===== src/rtl/button_pattern_ctrl.sv =====
// Two-button serial bit entry with overlapping pattern detection
// and a retriggerable match indicator.
module button_pattern_ctrl #(
  parameter int unsigned        PAT_LEN     = 4,
  parameter logic [PAT_LEN-1:0] PATTERN     = 4'b1011,
  parameter logic [15:0]        HOLD_CYCLES = 16'd50000
) (
  input  logic               sysclock,
  input  logic               reset_n,
  input  logic [1:0]         clean_btn,
  output logic               bit_valid,
  output logic               bit_value,
  output logic [PAT_LEN-1:0] history,
  output logic [3:0]         bit_count,
  output logic               match,
  output logic               match_led,
  output logic               conflict
);

  typedef enum logic {
    IDLE,
    WAIT_RELEASE
  } state_e;

  localparam logic [3:0] FULL = 4'(PAT_LEN);

  state_e             state_q, state_d;
  logic               bit_valid_q, bit_valid_d;
  logic               bit_value_q, bit_value_d;
  logic [PAT_LEN-1:0] history_q, history_d;
  logic [3:0]         bit_count_q, bit_count_d;
  logic               match_q, match_d;
  logic               led_q, led_d;
  logic [15:0]        hold_q, hold_d;
  logic               conflict_q, conflict_d;
  logic               accept;
  logic               acc_bit;

  always_comb begin
    state_d     = state_q;
    bit_valid_d = 1'b0;
    conflict_d  = 1'b0;
    match_d     = 1'b0;
    bit_value_d = bit_value_q;
    history_d   = history_q;
    bit_count_d = bit_count_q;
    led_d       = led_q;
    hold_d      = hold_q;
    accept      = 1'b0;
    acc_bit     = 1'b0;

    unique case (state_q)
      IDLE: begin
        unique case (1'b1)
          (clean_btn == 2'b10): begin
            accept  = 1'b1;
            acc_bit = 1'b1;
            state_d = WAIT_RELEASE;
          end
          (clean_btn == 2'b01): begin
            accept  = 1'b1;
            state_d = WAIT_RELEASE;
          end
          (clean_btn == 2'b11): begin
            conflict_d = 1'b1;
            state_d    = WAIT_RELEASE;
          end
          default: ;
        endcase
      end
      WAIT_RELEASE: begin
        if (clean_btn == 2'b00)
          state_d = IDLE;
      end
      default: state_d = WAIT_RELEASE;
    endcase

    if (accept) begin
      history_d   = {history_q[PAT_LEN-2:0], acc_bit};
      bit_value_d = acc_bit;
      bit_valid_d = 1'b1;
      if (bit_count_q < FULL)
        bit_count_d = bit_count_q + 4'd1;
      match_d = (history_d == PATTERN) &&
                (bit_count_d == FULL);
    end

    // a match always (re)loads, so overlapping hits extend the hold
    if (match_d) begin
      hold_d = HOLD_CYCLES - 16'd1;
      led_d  = 1'b1;
    end else if (led_q) begin
      if (hold_q != 16'd0)
        hold_d = hold_q - 16'd1;
      else
        led_d = 1'b0;
    end
  end

  always_ff @(posedge sysclock or negedge reset_n) begin
    if (!reset_n) begin
      state_q     <= WAIT_RELEASE;
      bit_valid_q <= 1'b0;
      bit_value_q <= 1'b0;
      history_q   <= '0;
      bit_count_q <= 4'd0;
      match_q     <= 1'b0;
      led_q       <= 1'b0;
      hold_q      <= 16'd0;
      conflict_q  <= 1'b0;
    end else begin
      state_q     <= state_d;
      bit_valid_q <= bit_valid_d;
      bit_value_q <= bit_value_d;
      history_q   <= history_d;
      bit_count_q <= bit_count_d;
      match_q     <= match_d;
      led_q       <= led_d;
      hold_q      <= hold_d;
      conflict_q  <= conflict_d;
    end
  end

  assign bit_valid = bit_valid_q;
  assign bit_value = bit_value_q;
  assign history   = history_q;
  assign bit_count = bit_count_q;
  assign match     = match_q;
  assign match_led = led_q;
  assign conflict  = conflict_q;

endmodule


===== config.mk =====
export PLATFORM = sky130hd
export DESIGN_NAME = button_pattern_ctrl
export DESIGN_NICKNAME = d
export VERILOG_FILES = /design/src/rtl/button_pattern_ctrl.sv
export SDC_FILE = /design/constraint.sdc
export NUM_CORES = 1
export LEC_CHECK = 0
export CORE_MARGIN = 2
export CORE_UTILIZATION = 30
export DETAILED_ROUTE_END_ITERATION = 12
export DONT_BUFFER_PORTS = 1
export GPL_ROUTABILITY_DRIVEN = 0
export SYNTH_ARGS = -nofsm -noshare
export SYNTH_HDL_FRONTEND = slang
export SYNTH_SLANG_ARGS = --single-unit

===== constraint.sdc =====
create_clock -name sysclock -period 2.62 [get_ports sysclock]
set_input_delay 0.262 -clock sysclock [delete_from_list [all_inputs] [get_ports sysclock]]
set_output_delay 0.262 -clock sysclock [all_outputs]
set_load 0.005 [all_outputs]

### Word-level counts from Yosys, hierarchy flattened

Cells that the tools add are included.

| cells by class | value |
|---|---|
| bitwise operators | 1 |
| multiplexer cells | 19 |
| add/sub/neg operators | 2 |
| equality and inequality tests | 5 |
| reductions and logical operators | 8 |
| multiply operators | 0 |
| div/mod/pow operators | 0 |
| order comparisons | 1 |
| shift-type cells | 0 |

Operators by type and width:

| kind | count |
|---|---|
| $mux 16 | 3 |
| $reduce_bool 16->1 | 1 |
| $sub 16x1->16 const B | 1 |
| $mux 1 | 13 |
| $mux 4 | 2 |
| $add 4x1->4 const B | 1 |
| $eq 2x2->1 const B | 2 |
| $eq 4x3->1 const B | 1 |
| $eq 4x4->1 const B | 1 |
| $lt 4x3->1 const B | 1 |
| $reduce_bool 2->1 | 2 |
| $reduce_or 3->1 | 1 |
| $eq 2x1->1 const B | 1 |
| $logic_not 2->1 | 1 |
| $pmux 1 s2 | 1 |
| $reduce_and 2->1 | 1 |
| $reduce_or 2->1 | 1 |
| $logic_and 1x1->1 | 1 |
| $not 1->1 | 1 |

| word-level totals | value |
|---|---|
| output and inout bits | 13 |
| register bits after elaboration | 30 |
| latch bits | 0 |
| logic and storage cells | 45 |
| RAM bits | 0 |
| bits in read-only memories | 0 |
| memories | 0 |

### Longest topological paths before layout

Gate-level depths: netlist (run 1).

| depth | value |
|---|---|
| depth in word-level cells | 10 |
| depth in mapped cells | 10 |
| gate-level depth less buffers | 9 |

### Worst setup path after synthesis (run 1)

Ideal clock, no wire load.

| timing path | value |
|---|---|
| path type | register -> register |
| start point | register hold_q[12] |
| end point | register hold_q[2] |
| data arrival time | 1.871 ns |
| library setup time | 0.124 ns |
| path buffers | 0 |
| cell stages (with the launch flop) | 6 |
| required time | 2.496 ns |
| path slack | 0.625 ns |
| path through | dfrtp_1 -> or4_4 -> or4_4 -> nor2_4 -> nor3_1 -> a211o_1 |

| between the ends | value |
|---|---|
| word-level cells in the longest chain between the ends | 3 |

RTL lines:

| what | line | RTL |
|---|---|---|
| from (decl) | 34 | `logic [15:0] hold_q, hold_d;` |
| from (signal assigned) | 119 | `hold_q <= hold_d;` |
| $reduce_bool 16->1 | 93 | `if (hold_q != 16'd0)` |
| $reduce_bool 2->1 (no line) | -- |  |
| $reduce_and 2->1 (no line) | -- |  |

Every way passes these cells.
A chain may end at the register's enable or synchronous reset.

### Final worst setup path (run 1)

Same ends and word-level chain as after synthesis.

==> results of run 1 <==
-- kinds of logic after synthesis --
logic type / count (synthesis)
mux: 1
xor+xnor: 8
fa+ha+maj: 6
simple gates: 67
flops: 29
buf+inv: 11
compound gates: 17
-- cell type report --
cell class,instances,area share
Clock inverter,1,0.00312
Sequential cell,29,0.453
Inverter,8,0.0187
Multi-Input combinational cell,99,0.405
Timing Repair Buffer,2,0.0187
Tap cell,54,0.0421
Clock buffer,7,0.0600
-- layer usage --
layer  track usage  vias to the layer above  part of all wire
met4        0.0494                        0             0.017
met2         0.209                       26              0.50
met3        0.0497                        6             0.065
li1              -                      494                 -
met5             0                        -                 0
met1         0.129                      492              0.42
-- power groups by stage --
| stage | Combinational [mW] | Clock (mW) | Sequential (mW) |
|---|---|---|---|
| after floorplan | 0.164 | 0 | 0.638 |
| after global placement | 0.178 | 0 | 0.666 |
| after detailed placement | 0.193 | 0 | 0.669 |
| after CTS | 0.208 | 0.420 | 0.664 |
| after global routing | 0.239 | 0.441 | 0.682 |
| final | 0.202 | 0.411 | 0.665 |
-- worst reg2reg max path, cell delays in order, from the launching register on --
cell and delay, ps:
dfrtp_1 420, or4_4 580, or4_4 530, nor2_4 120, nor3_1 60, a211o_1 270
-- cells in the final DEF, fill, tap and decap left out, drive strengths merged, types with 2 or more instances in the layout --
| master | count |
|---|---|
| nand3 | 5 |
| nand3b | 2 |
| nand2 | 21 |
| or4 | 3 |
| a21oi | 4 |
| inv | 8 |
| clkbuf | 7 |
| ha | 6 |
| or2 | 2 |
| nor3 | 6 |
| xnor2 | 3 |
| nor4 | 3 |
| nand4 | 2 |
| o21ai | 6 |
| nor2 | 10 |
| xor2 | 5 |
| or3 | 4 |
| dfrtp | 28 |
| a211o | 2 |
-- sequential cells by signal, summed over array words and instances (netlist names) --
| signal | flops |
|---|---|
| bit_count | 4 |
| bit_valid | 1 |
| conflict | 1 |
| history | 4 |
| hold_q | 16 |
| match | 1 |
| match_led | 1 |
| state_q | 1 |
-- metrics by stage --
stage	hold slack [ps]	cells	utilization
6_report	182	200	0.344
5_1_grt	213	200	0.344
4_1_cts	179	200	0.344
3_5_place_dp	-32.4	190	0.316
3_3_place_gp	-32.3	190	0.316
2_1_floorplan	-33.6	139	-
-- how the worst min path moves through the flow --
| stage | startpoint | endpoint |
|---|---|---|
| final | clean_btn[1] | state_q |
| after global routing | clean_btn[1] | state_q |
| after CTS | clean_btn[1] | state_q |
| after detailed placement | reset_n | hold_q[0] |
| after global placement | reset_n | hold_q[0] |
| after floorplan | reset_n | bit_count[0] |
==> impl_metrics.toml, run 1 <==
[drt]
detail_route.wl_per_cell_um = 14.0
drt_drc_violations_left = 0
drt_iter0_markers = 18
drt-vias-per-instance = 5.09
vias = 1018
antenna_left = 0
drt_first_pass_iters = 4
detail_route.wirelength_um = 2810

[synthesis]
muxShareOfSynthArea = 0.00788
seq_area_frac_synth = 0.509
syn_nets = 149
synth_top_flop_cell = "dfrtp_1"
ys.warnings.count = 0
post_synth_fa_ha_maj_area_fraction = 0.0525
synth_compound_area_frac = 0.0788
netlist_instances = 139
average_size_of_a_mapped_cell_um2 = 10.3
synth.cell_area_um2 = 1430
synth.lib_cells_used.distinct = 42
synth_simple_gate_area_frac = 0.266
synth_top_cells_by_count = "dfrtp_1 (28), nand2_1 (21), nor2_1 (9), inv_1 (7)"
synth_top_area_frac = 0.490
post_synth_main_area_contributors = "dfrtp_1 (49%), nand2_1 (5.5%), ha_1 (5.3%)"
async_flop_share = 1.00
synth-edff-count = 0
post_synth_xor_area_fraction = 0.0490
most_frequent_cell_after_synthesis = "dfrtp_1"
synth_top_family_by_area = "simple AND/OR/NAND/NOR gates"
yosysTopAreaCell = "dfrtp_1"
synth-seq-cells = 29

[power_and_ir_drop]
power_frac_comb = 0.158
clockPowerShare = 0.322
power_leakage_nw = 0.635
vdd.ir_drop.worst_mv = 0.397
report.power.total_mw = 1.28
power.switching_fraction = 0.308
p_per_area_nw_per_um2 = 796
seqPwrFrac = 0.520
power.switching_mw = 0.394
internal_power_mw = 0.885

[timing]
achievable-frequency_mhz = 478
final_max_slew_viol_count = 0
slew_headroom = 0.630
max_slew.worst_pin.slew_ps = 550
finalCriticalPeriod_ps = 2090
setup_ws_ps = 530
fin_worst_skew_ps = 5.91
finalHoldViolCount = 0
final_min_period_over_clock_period = 0.798
rsz_0062_raised_after_global_routing = "false"
tns_ps = 0
setup_violations = 0

[worst_setup_path]
critical_path_buf_inv_count = 0
cp_top_family = "simple AND/OR/NAND/NOR gates"
timing.critical_path.from = "hold_q[12]"
endpoint = "hold_q[2]"
critical_path_arrival_ps = 2260
timing.critical_path.mode_cell = "or4_4"
worst_r2r_startpoint = "hold_q[12]"
critical-path-max-stage-delay_ps = 580
critical_path.cell_chain = "or4_4 -> or4_4 -> nor2_4 -> nor3_1 -> a211o_1"
cp_slowest_cell = "or4_4"
kind_of_start_point_of_the_critical_path = "flip-flop"
r2r_slack_ps = 530
worstPathRequired_ps = 2790
path_class = "reg2reg"
critical_path.max_fanout = 5
end_kind = "flip-flop"
worst_r2r_endpoint = "hold_q[2]"
timing.critical_path.depth = 5
ff2ff_path_depth = 5

[final_layout]
final_net_count = 155
combined_area_of_the_multi_input_logic_cells_um2 = 649
post_route_cells_drive_above_1_share = 0.144
area_delta_synth_final_pct = 12.3
register_area_um2 = 727
post_layout_instance_area_um2 = 1610
antennaDiodeCount = 0
nFillCells = 456

[placement]
post-dp-hpwl_um = 1960
placement.io_buffers = 0
dp_slack_ps = 551
placed_area_um2 = 1470

[grt]
number_of_antenna_violations_at_the_first_check_in_global_routing = 0
pin_count_of_the_biggest_net_entering_global_routing = 30
via_count_of_the_first_global_routing_pass = 1085
grt_first_pass_wirelength_um = 4900
grtUsageTotal = 0.121
overflow = 0

[clocking]
clk_pin_slew_worst_paths_ps = 70
h-tree-depth = 2
cts_made_buffers = 5
worst_skew_pair.late_latency_ps = 280
cts_hold_buffers = 2
clock_sinks = 29
tritoncts = "built"
cts_repair_resize_count = 0
clock-root-buffer = "clkbuf_8"
post-cts-setup-buffers = 0
clock_path_buffers = 2

[worst_hold_path]
worst_hold_path.num_cells = 3
worst_min_path_class = "in2reg"

[floorplanning]
floorplan.io_pins = 17
die_y_um = 73.0
die_outline_area_um2 = 5330
die_x_um = 73.0
fp-row-count = 25
initial_core_util = 0.307
floorplan.core_area_um2 = 4660

[run_status]
run_status = "finished, final reports clean"

[run]
drv_cap = 0
Note: power is estimated with default switching activity, not from simulation.
==> run 2, diff against run 1 <==
- clock period: 2.62 -> 1.9 ns (I/O delays scaled with it)
==> run 2 against run 1 <==
The run now ends with negative setup slack left. Largest cell class unchanged. Largest power group unchanged. Die area unchanged. Global-route usage increased by 1.0 points. First-iteration DRC count increased by 140%. Highest routed layer unchanged.
==> impl_metrics.toml, run 2 (synthesis results as in run 1) <==
[run_status]
run_status = "finished, violations left"
violations_in_the_final_reports = "negative setup slack"

[floorplanning]
initial_core_util = 0.307
fp-row-count = 25
floorplan.io_pins = 17
die_x_um = 73.0
floorplan.core_area_um2 = 4660
die_y_um = 73.0
die_outline_area_um2 = 5330

[timing]
final_min_period_over_clock_period = 1.03
achievable-frequency_mhz = 510
finalCriticalPeriod_ps = 1960
final_max_slew_viol_count = 0
tns_ps = -84.0
setup_violations = 2
finalHoldViolCount = 0
max_slew.worst_pin.slew_ps = 398
setup_ws_ps = -59.3
rsz_0062_raised_after_global_routing = "true"
fin_worst_skew_ps = 1.90
slew_headroom = 0.733

[clocking]
clock_path_buffers = 2
h-tree-depth = 2
clock_sinks = 29
clock-root-buffer = "clkbuf_8"
tritoncts = "built"
worst_skew_pair.late_latency_ps = 280
cts_made_buffers = 5
clk_pin_slew_worst_paths_ps = 60

[final_layout]
layout.cells.most_common = "dfrtp_1"
final_net_count = 180
register_area_um2 = 727
nFillCells = 442
largest_register = "hold_q"
combined_area_of_the_multi_input_logic_cells_um2 = 706
finalCoreUtilization = 0.393
area_delta_synth_final_pct = 28.1
final-instance-count-excl-fill = 225
commonest_non_fill_non_tap_cells_in_the_layout = "dfrtp_1 (28), buf_4 (25), nand2_1 (21)"
antennaDiodeCount = 0
post_route_cells_drive_above_1_share = 0.304
largest_reg_flops = 16

[worst_hold_path]
worst_min_path_class = "in2reg"
timing.hold.worst.start = "clean_btn[1]"
worst_hold_path.num_cells = 3
worst_hold_path.endpoint = "state_q"

[drt]
vias = 1127
drt_drc_violations_left = 0
route.met3.wl_um = 155
detail_route.wirelength_um = 2980
drt_iter0_markers = 44
detail_route.wl_per_cell_um = 13.2
drt-vias-per-instance = 5.01
top_layer_used = "met4"
antenna_left = 0
wl_met1_um = 1250
route.met2.wl_um = 1500
drt_first_pass_iters = 3

[worst_setup_path]
path_class = "reg2reg"
r2r_slack_ps = -60
worst_r2r_endpoint = "hold_q[2]"
critical_path.max_fanout = 4
critical_path_arrival_ps = 2120
worst_r2r_startpoint = "hold_q[14]"
ff2ff_path_depth = 5
worstPathRequired_ps = 2060
end_kind = "flip-flop"
kind_of_start_point_of_the_critical_path = "flip-flop"

[grt]
grt_first_pass_wirelength_um = 5290
overflow = 0
grtUsageTotal = 0.131
pin_count_of_the_biggest_net_entering_global_routing = 30
via_count_of_the_first_global_routing_pass = 1187
number_of_antenna_violations_at_the_first_check_in_global_routing = 0

[power_and_ir_drop]
vdd.ir_drop.worst_mv = 0.686
power_leakage_nw = 0.756
p_per_area_nw_per_um2 = 969

[placement]
post-dp-hpwl_um = 2050
post-place-cells = 210
placement.io_buffers = 0

[run]
drv_cap = 0
## run 2: cell types whose count changed in the layout (fill, tap and decap cells not counted), sizes merged
cell	delta
clkinv	+1
clkbuf	-1
buf	+25
## run 2: worst max-delay path by stage
stage | start | slack [ps] | end
CTS | hold_q[14] | -50 | hold_q[2]
global route | hold_q[14] | -120 | hold_q[2]
detailed placement | hold_q[0] | -40 | hold_q[2]
global placement | hold_q[14] | 20 | hold_q[2]
floorplan | hold_q[14] | 1 | hold_q[2]
finish | hold_q[14] | -60 | hold_q[2]
## run 2: area by class of cell
cell class,count,area share
clock inverters,2,0.00547
well taps,54,0.0369
inverters,8,0.0164
repair buffers,27,0.119
multi-input cells,99,0.386
clock buffers,6,0.0396
flip-flops and latches,29,0.397
## run 2: repair_timing
action                                  4_1_cts  5_1_grt
setup buffers                                 3        2
pin swaps                                     1        4
resized for setup                             5        8
hold buffers                                  2        0
endpoints found under the hold margin        29        0
endpoints found under the setup margin        6       15
## run 2: critical path: stages, from the launching register on
cell and delay (ps):
dfrtp_1 380, or4_4 550, or4_4 480, nor2_4 110, nor3_1 60, a211o_1 260
## run 2: layer usage
metal,global-route usage,up-vias
li1,-,545
met1,0.145,554
met2,0.221,20
met3,0.0511,8
met4,0.0556,0
met5,0,-
## run 2: per-stage QoR
stage	area [µm²]	power, mW	setup WS [ps]	hold WS [ps]
finish	1830	1.77	-59.3	107
global route	1830	1.91	-117	128
CTS	1780	1.77	-50.8	98.7
detailed placement	1620	1.25	-36.8	-104
global placement	1620	1.22	18.4	-104
floorplan	1430	1.11	1.06	-106
## run 2: power breakdown
part           total (mW)  internal [mW]  switching (mW)
Clock               0.482          0.253           0.229
Combinational       0.404          0.210           0.194
Sequential          0.887          0.746           0.142
